<file path="src/rtl/ps2_pkg.sv">
// rtl/ps2_pkg.sv - PS/2 scancode constants, frame FSM encoding and code classification helper
package ps2_pkg;

    localparam logic [7:0] SC_PREFIX_EXT = 8'hE0;
    localparam logic [7:0] SC_PREFIX_BRK = 8'hF0;
    localparam logic [7:0] SC_BAT        = 8'hAA;
    localparam logic [7:0] SC_ACK        = 8'hFA;
    localparam logic [7:0] SC_ECHO       = 8'hEE;
    localparam logic [7:0] SC_RESEND     = 8'hFE;
    localparam logic [7:0] SC_ERR0       = 8'h00;
    localparam logic [7:0] SC_ERR1       = 8'hFF;
    localparam logic [7:0] SC_PAUSE      = 8'hE1;

    // Arrow keys as the game datapath expects them (E0-prefixed on the wire)
    localparam logic [7:0] SC_LEFT  = 8'h6B;
    localparam logic [7:0] SC_RIGHT = 8'h74;
    localparam logic [7:0] SC_UP    = 8'h75;
    localparam logic [7:0] SC_DOWN  = 8'h72;

    typedef enum logic [1:0] {
        IDLE   = 2'd0,
        DATA   = 2'd1,
        PARITY = 2'd2,
        STOP   = 2'd3
    } frame_state_e;

    // Keyboard status/response bytes that never reach the datapath
    function automatic logic is_ignored_code(input logic [7:0] code);
        return code inside {SC_BAT, SC_ACK, SC_ECHO, SC_RESEND, SC_ERR0, SC_ERR1, SC_PAUSE};
    endfunction

endpackage

</file>
<file path="src/rtl/ps2_frame_rx.sv">
// rtl/ps2_frame_rx.sv - PS/2 line sync, clock glitch filter, frame FSM and timeout; PS2_PARITY_CHECK_EN adds odd-parity acceptance
module ps2_frame_rx
    import ps2_pkg::*;
#(
    parameter int FILTER_LEN     = 4,
    parameter int TIMEOUT_CYCLES = 10000
) (
    input  logic       clk,
    input  logic       reset,
    input  logic       ps2_clk,
    input  logic       ps2_data,
    output logic [7:0] rx_byte,
    output logic       byte_ok,
    output logic       frame_err
);

    localparam int FLT_W = $clog2(FILTER_LEN + 1);
    localparam int TO_W  = $clog2(TIMEOUT_CYCLES + 1);
    localparam logic [FLT_W-1:0] FLT_LAST = FLT_W'(FILTER_LEN - 1);
    localparam logic [TO_W-1:0]  TO_LAST  = TO_W'(TIMEOUT_CYCLES - 1);

    frame_state_e     state_q, state_d;
    logic             clk_s1_q, clk_s1_d, clk_s2_q, clk_s2_d;
    logic             dat_s1_q, dat_s1_d, dat_s2_q, dat_s2_d;
    logic             filt_q, filt_d, filt_prev_q, filt_prev_d;
    logic [FLT_W-1:0] filt_cnt_q, filt_cnt_d;
    logic [TO_W-1:0]  to_cnt_q, to_cnt_d;
    logic [7:0]       shift_q, shift_d;
    logic [2:0]       bit_cnt_q, bit_cnt_d;
    logic             fall, timeout, parity_ok, stop_hit;
`ifdef PS2_PARITY_CHECK_EN
    logic             par_q, par_d;
`endif

    // Synchronizers and filter: the accepted clock level flips only after FILTER_LEN differing samples in a row
    always_comb begin
        clk_s1_d    = ps2_clk;
        clk_s2_d    = clk_s1_q;
        dat_s1_d    = ps2_data;
        dat_s2_d    = dat_s1_q;
        filt_d      = filt_q;
        filt_cnt_d  = '0;
        if (clk_s2_q != filt_q) begin
            if (filt_cnt_q == FLT_LAST) begin
                filt_d = clk_s2_q;
            end else begin
                filt_cnt_d = filt_cnt_q + 1'b1;
            end
        end
        filt_prev_d = filt_q;
        fall        = filt_prev_q & ~filt_q;
    end

    // Line sampling and filter state; idle lines read as 1 out of reset
    always_ff @(posedge clk or posedge reset) begin
        if (reset) begin
            clk_s1_q    <= 1'b1;
            clk_s2_q    <= 1'b1;
            dat_s1_q    <= 1'b1;
            dat_s2_q    <= 1'b1;
            filt_q      <= 1'b1;
            filt_prev_q <= 1'b1;
            filt_cnt_q  <= '0;
        end else begin
            clk_s1_q    <= clk_s1_d;
            clk_s2_q    <= clk_s2_d;
            dat_s1_q    <= dat_s1_d;
            dat_s2_q    <= dat_s2_d;
            filt_q      <= filt_d;
            filt_prev_q <= filt_prev_d;
            filt_cnt_q  <= filt_cnt_d;
        end
    end

    // Bit shifting and the inactivity counter; an edge in the timeout cycle wins and restarts the count
    always_comb begin
        timeout   = (state_q != IDLE) && !fall && (to_cnt_q == TO_LAST);
        shift_d   = shift_q;
        bit_cnt_d = bit_cnt_q;
        if (fall || timeout || state_q == IDLE) begin
            to_cnt_d = '0;
        end else begin
            to_cnt_d = to_cnt_q + 1'b1;
        end
        if (fall) begin
            case (state_q)
                IDLE: bit_cnt_d = '0;
                DATA: begin
                    shift_d   = {dat_s2_q, shift_q[7:1]};
                    bit_cnt_d = bit_cnt_q + 1'b1;
                end
                default: ;
            endcase
        end
`ifdef PS2_PARITY_CHECK_EN
        par_d = par_q;
        if (fall && state_q == PARITY) begin
            par_d = dat_s2_q;
        end
`endif
    end

    // Frame datapath registers
    always_ff @(posedge clk or posedge reset) begin
        if (reset) begin
            to_cnt_q  <= '0;
            shift_q   <= '0;
            bit_cnt_q <= '0;
`ifdef PS2_PARITY_CHECK_EN
            par_q     <= 1'b0;
`endif
        end else begin
            to_cnt_q  <= to_cnt_d;
            shift_q   <= shift_d;
            bit_cnt_q <= bit_cnt_d;
`ifdef PS2_PARITY_CHECK_EN
            par_q     <= par_d;
`endif
        end
    end

    // Frame FSM state register
    always_ff @(posedge clk or posedge reset) begin
        if (reset) begin
            state_q <= IDLE;
        end else begin
            state_q <= state_d;
        end
    end

    // Frame FSM next state: advance only on accepted falling edges, abandon on timeout
    always_comb begin
        state_d = state_q;
        if (timeout) begin
            state_d = IDLE;
        end else if (fall) begin
            case (state_q)
                IDLE:    if (!dat_s2_q) state_d = DATA;
                DATA:    if (bit_cnt_q == 3'd7) state_d = PARITY;
                PARITY:  state_d = STOP;
                STOP:    state_d = IDLE;
                default: state_d = IDLE;
            endcase
        end
    end

    // Frame FSM outputs: accept on a good stop bit, flag bad stop/parity or timeout
    always_comb begin
`ifdef PS2_PARITY_CHECK_EN
        parity_ok = ^{shift_q, par_q};
`else
        parity_ok = 1'b1;
`endif
        stop_hit  = fall && (state_q == STOP);
        byte_ok   = stop_hit && dat_s2_q && parity_ok;
        frame_err = timeout || (stop_hit && !(dat_s2_q && parity_ok));
        rx_byte   = shift_q;
    end

endmodule

</file>
<file path="src/rtl/ps2_key_decoder.sv">
// rtl/ps2_key_decoder.sv - PS/2 keyboard receiver with E0/F0 prefix decoding; PS2_PARITY_CHECK_EN enables parity checking
module ps2_key_decoder
    import ps2_pkg::*;
#(
    parameter int FILTER_LEN     = 4,
    parameter int TIMEOUT_CYCLES = 10000
) (
    input  logic       clk,
    input  logic       reset,
    input  logic       ps2_clk,
    input  logic       ps2_data,
    output logic [7:0] keycode,
    output logic       key_make,
    output logic       key_ext,
    output logic       key_valid,
    output logic       frame_err
);

    logic [7:0] rx_byte;
    logic       rx_ok, rx_err;
    logic [7:0] keycode_q, keycode_d;
    logic       key_make_q, key_make_d, key_ext_q, key_ext_d;
    logic       key_valid_q, key_valid_d, frame_err_q, frame_err_d;
    logic       ext_pend_q, ext_pend_d, brk_pend_q, brk_pend_d;

    ps2_frame_rx #(
        .FILTER_LEN     (FILTER_LEN),
        .TIMEOUT_CYCLES (TIMEOUT_CYCLES)
    ) u_frame_rx (
        .clk       (clk),
        .reset     (reset),
        .ps2_clk   (ps2_clk),
        .ps2_data  (ps2_data),
        .rx_byte   (rx_byte),
        .byte_ok   (rx_ok),
        .frame_err (rx_err)
    );

    // Scancode layer: prefixes arm flags, status bytes are dropped, anything else is a key event
    always_comb begin
        keycode_d   = keycode_q;
        key_make_d  = key_make_q;
        key_ext_d   = key_ext_q;
        ext_pend_d  = ext_pend_q;
        brk_pend_d  = brk_pend_q;
        key_valid_d = 1'b0;
        frame_err_d = rx_err;
        if (rx_err) begin
            ext_pend_d = 1'b0;
            brk_pend_d = 1'b0;
        end else if (rx_ok) begin
            if (rx_byte == SC_PREFIX_EXT) begin
                ext_pend_d = 1'b1;
            end else if (rx_byte == SC_PREFIX_BRK) begin
                brk_pend_d = 1'b1;
            end else begin
                ext_pend_d = 1'b0;
                brk_pend_d = 1'b0;
                if (!is_ignored_code(rx_byte)) begin
                    keycode_d   = rx_byte;
                    key_make_d  = ~brk_pend_q;
                    key_ext_d   = ext_pend_q;
                    key_valid_d = 1'b1;
                end
            end
        end
    end

    // Held key outputs, pulses and pending prefix flags
    always_ff @(posedge clk or posedge reset) begin
        if (reset) begin
            keycode_q   <= '0;
            key_make_q  <= 1'b0;
            key_ext_q   <= 1'b0;
            key_valid_q <= 1'b0;
            frame_err_q <= 1'b0;
            ext_pend_q  <= 1'b0;
            brk_pend_q  <= 1'b0;
        end else begin
            keycode_q   <= keycode_d;
            key_make_q  <= key_make_d;
            key_ext_q   <= key_ext_d;
            key_valid_q <= key_valid_d;
            frame_err_q <= frame_err_d;
            ext_pend_q  <= ext_pend_d;
            brk_pend_q  <= brk_pend_d;
        end
    end

    assign keycode   = keycode_q;
    assign key_make  = key_make_q;
    assign key_ext   = key_ext_q;
    assign key_valid = key_valid_q;
    assign frame_err = frame_err_q;

endmodule

</file>
<file path="config.mk">
export PLATFORM = sky130hd
export DESIGN_NAME = ps2_key_decoder
export DESIGN_NICKNAME = d
export VERILOG_FILES = /design/src/rtl/ps2_pkg.sv /design/src/rtl/ps2_frame_rx.sv /design/src/rtl/ps2_key_decoder.sv
export SDC_FILE = /design/constraint.sdc
export NUM_CORES = 1
export LEC_CHECK = 0
export ABC_AREA = 1
export CAP_MARGIN = 20
export CORE_ASPECT_RATIO = 1.75
export CORE_MARGIN = 2
export CORE_UTILIZATION = 45
export CTS_CLUSTER_DIAMETER = 30
export DETAILED_ROUTE_END_ITERATION = 10
export SKIP_LAST_GASP = 1
export SLEW_MARGIN = 20
export SYNTH_ARGS = -nofsm -noshare
export SYNTH_HDL_FRONTEND = slang
export SYNTH_SLANG_ARGS = --single-unit
</file>
<file path="constraint.sdc">
create_clock -name clk -period 2.33 [get_ports clk]
set_input_delay 0.466 -clock clk [delete_from_list [all_inputs] [get_ports clk]]
set_output_delay 0.466 -clock clk [all_outputs]
set_load 0.05 [all_outputs]
</file>
==> metrics.md <==
| Metric | Value |
|---|---|
| DRT Wirelength | `roughly 4.5 mm` |
| Worst setup skew after layout | `between 0.006 and 0.007 ns` |
| Clock network power share | `around a quarter` |
| Dominant delay contributor by cell family on the critical path | `buffers and inverters` |
| Transition at the pin with the smallest max-transition slack | `approximately 0.5 ns` |
| Pins Over Slew Limit | `0` |
| Setup tns final | `0 ns` |
| Yosys warning total | `0` |
| Final hold slack | `0.359 ns` |
| Growth of design area from synthesis to finish | `14.9%` |
| Highest cell delay on the worst timing path | `about 0.8 ns` |
| Share of Yosys cell area claimed by the top area cell type | `43.7%` |
| I/O Pins | `16` |
| Clock transition time at the flip-flop clock pins of the worst setup and hold paths | `around 0.09 ns` |
| Worst Reg2Reg Path Length in Cells | `9` |
| # H-tree levels | `2` |
| Distinct cell type count after synthesis | `31` |
| Final Hold Viols | `0` |
| Vias | `approximately 1900` |
| Switching share of power | `a little under two fifths` |
| Buffers added on ports | `15` |
| Pin count of the biggest net entering global routing | `33` |
| Wire length of the first global-routing pass | `between 8 and 9 mm` |
| Clock latency on the worst-skew pair | `between 0.3 and 0.4 ns` |
| Total Power | `~0.003 W` |
| Global-route congestion overflow total | `0` |
| Internal | `0.00184 W` |
| Most area-consuming cells after synthesis | `sky130_fd_sc_hd__dfrtp_1, sky130_fd_sc_hd__nand2_1, sky130_fd_sc_hd__dfstp_2` |
| Final Worst Setup Slack | `0.379 ns` |
| Ratio of total power to cell area | `1030 mW/mm^2` |
| Aggregate global-route resource usage | `17.6%` |
| Iteration-0 DRC count of the detailed router | `63` |
| Die Footprint | `a little over 0.006 sq mm` |
| Max-slew headroom at the worst pin | `between 60% and 70%` |
| Fraction of final layout cells sized beyond drive strength 1 | `approximately 16%` |
| Highest-delay cell along the critical path | `sky130_fd_sc_hd__clkdlybuf4s50_1` |
| Drc violations | `0` |
| Core box area | `0.00550 sq mm` |
| Cells along the critical path | `clkdlybuf4s50_1` |
| Sort of element at the start of the critical path | `flop` |
| First-pass DRT Iterations | `4` |
| Capture instance of the worst register-to-register path | `key_ext` |
| Post-CTS Hold Fix Bufs | `0` |
| Classification of the worst setup path | `reg -> out` |
| Post-synth top area cell | `sky130_fd_sc_hd__dfrtp_1` |
| Required time of the worst setup path | `1.86 ns` |
| Sequential-to-total area share from yosys stat | `between 40 and 50%` |
| Die width | `around 61 microns` |
| Avg Vias per Cell | `roughly 4.8` |
| Worst EP arrival | `about 1.5 ns` |
| Total net switching power | `approximately 0.0011 W` |
| Share of total power in combinational logic | `between 30% and 40%` |
| Via count of the first global-routing pass | `around 1900` |
| DR WL/cell | `between 10 and 15 microns` |
| CP Max Fanout | `2` |
| Synth Net Count | `around 300` |
| Crit path capture | `keycode[4]` |
| Buffer cell driving the clock tree root | `sky130_fd_sc_hd__clkbuf_8` |
| Unrepaired setup endpoints after global routing | `no` |
| Syn Inst Count | `between 200 and 300` |
| Register-to-register path setup slack | `approximately 0.5 ns` |
| Source of the worst register-to-register timing path | `u_frame_rx.filt_prev_q` |
| Clock tree from TritonCTS | `built` |
| TritonCTS Sinks | `50` |
| Reg power frac | `between 40 and 50%` |
| Number of buffers inserted during clock tree synthesis | `5` |
| Number of buffers between clock root and the deepest sink | `2` |
| Count of state elements after synthesis | `50` |
| Final Critical Period | `1.95 ns` |
| Count of buffer and inverter cells on the critical path | `1` |
| Global placer's final weighted congestion | `around 0.80` |
| Count of antenna diodes in the layout | `0` |
| Crit path depth | `1` |
| Static leakage power | `1.43 nW` |
| Peak supply drop | `0.000386 V` |
| Area of the mapped netlist | `~0.0025 sq mm` |
| Max_cap viols | `0` |
| Number of antenna violations at the first check in global routing | `0` |
| Kind of end point of the critical path | `output port` |
| Count of buffers added by post-CTS timing repair for setup | `0` |
| Highest attainable clock frequency | `between 500 and 600 MHz` |
| Resize count post-CTS | `0` |
| Status | `completed` |
| Initial core utilization | `between 40% and 50%` |
| Classification of the worst-slack hold path | `reg -> reg` |
| Crit share post-route | `83.7%` |
| Endpoints failing setup | `0` |
| Post-route ant nets | `0` |
| Post-layout nets | `around 320` |
| Worst setup startpoint | `keycode[4]` |
| Syn_area_per_cell | `between 8 and 9 sq um` |
| Site row count | `36` |
| Sum of net half-perimeters after detailed placement | `roughly 3.5 mm` |
| DP Worst Slack | `between 0.4 and 0.5 ns` |
| Y dimension of the die | `around 100 microns` |
==> final cells by class <==
cell class	count	area, sq um
clock inverter	3	68.8
timing repair buffer	18	185
tap	76	95.1
sequential	50	1260
inverter	35	131
multi-input combinational	199	1080
clock buffer	5	68.8
fill	564	2600
==> power by group through the flow <==
stage	logic [W]	clock network, W	registers, W
final	0.000972	0.000723	0.00129
after detailed placement	0.000985	0	0.00131
after floorplan	0.000593	0	0.00144
after CTS	0.000989	0.000741	0.00129
after global placement	0.000967	0	0.00130
after global routing	0.00112	0.000783	0.00133
==> routing by layer <==
metal  global-route usage [%]  routed length (microns)  up-vias
met1                     17.2                     1700      855
met4                     10.9                      149        0
met2                     32.9                     2580       28
met5                        0                        0        -
li1                         -                        -      963
met3                     3.01                       92       11
==> cell usage after synthesis <==
cell	number
sky130_fd_sc_hd__a21oi_1	7
sky130_fd_sc_hd__a21oi_2	1
sky130_fd_sc_hd__and3_1	1
sky130_fd_sc_hd__buf_2	2
sky130_fd_sc_hd__buf_4	1
sky130_fd_sc_hd__buf_6	2
sky130_fd_sc_hd__clkbuf_1	1
sky130_fd_sc_hd__dfrtp_1	44
sky130_fd_sc_hd__dfstp_2	6
sky130_fd_sc_hd__ha_1	9
sky130_fd_sc_hd__inv_1	32
sky130_fd_sc_hd__inv_2	3
sky130_fd_sc_hd__mux2_2	1
sky130_fd_sc_hd__nand2_1	62
sky130_fd_sc_hd__nand2_2	12
sky130_fd_sc_hd__nand2_4	2
sky130_fd_sc_hd__nand3_1	18
sky130_fd_sc_hd__nand3_2	4
sky130_fd_sc_hd__nand4_1	15
sky130_fd_sc_hd__nor2_1	37
sky130_fd_sc_hd__nor2_2	3
sky130_fd_sc_hd__nor2_4	4
sky130_fd_sc_hd__nor3_1	5
sky130_fd_sc_hd__nor3_2	1
sky130_fd_sc_hd__nor3b_1	3
sky130_fd_sc_hd__nor3b_2	1
sky130_fd_sc_hd__o2111ai_1	1
sky130_fd_sc_hd__o21ai_0	7
sky130_fd_sc_hd__o21ai_1	1
sky130_fd_sc_hd__xnor2_1	2
sky130_fd_sc_hd__xor2_1	2
==> per-stage QoR <==
stage          utilization (%)  instances  area, sq um
2_1_floorplan                -        290         2520
3_3_place_gp              50.1        378         2760
3_5_place_dp              50.1        378         2760
4_1_cts                   52.6        386         2890
5_1_grt                   52.6        386         2890
6_report                  52.6        386         2890
==> layout by cell type (no fill, tap or decap), drive strengths merged, types with 2 or more instances in the layout <==
cell and instances:
nand2 76, dfrtp 44, nor2 44, inv 35, nand3 22, nand4 15
clkdlybuf4s50 15, ha 9, a21oi 8, o21ai 8, dfstp 6, nor3 6
clkbuf 5, nor3b 4, buf 3, xnor2 2, xor2 2, bufinv 2
==> sequential cells by signal, summed over array words and instances (netlist names) <==
register,flops
key_make,1
u_frame_rx.rx_byte,8
u_frame_rx.dat_s1_q,1
u_frame_rx.bit_cnt_q,3
brk_pend_q,1
key_valid,1
u_frame_rx.to_cnt_q,14
u_frame_rx.filt_prev_d,1
keycode,8
frame_err,1
key_ext,1
u_frame_rx.state_q,2
u_frame_rx.clk_s1_q,1
ext_pend_q,1
u_frame_rx.dat_s2_q,1
u_frame_rx.filt_prev_q,1
u_frame_rx.clk_s2_q,1
u_frame_rx.filt_cnt_q,3
==> worst min path at each step <==
stage	start	depth (start not counted)	slack, ns	endpoint
finish	u_frame_rx.dat_s1_q	0	0.36	u_frame_rx.dat_s2_q
global route	u_frame_rx.dat_s1_q	0	0.37	u_frame_rx.dat_s2_q
CTS	u_frame_rx.dat_s1_q	0	0.36	u_frame_rx.dat_s2_q
detailed placement	u_frame_rx.dat_s1_q	0	0.35	u_frame_rx.dat_s2_q
global placement	u_frame_rx.dat_s1_q	0	0.35	u_frame_rx.dat_s2_q
floorplan	u_frame_rx.clk_s1_q	0	0.35	u_frame_rx.clk_s2_q
==> cells by family (layout without fill, tap and decap cells) <==
group	count (synthesis)	in the layout	share of synthesized area, %
compound gates	17	17	3.68
buf+inv	41	61	6.95
xor+xnor	4	4	1.39
mux	1	1	0.447
fa+ha+maj	9	9	4.47
simple gates	168	168	33.1
flops	50	50	50.0
Note: power is estimated with default switching activity, not from simulation.
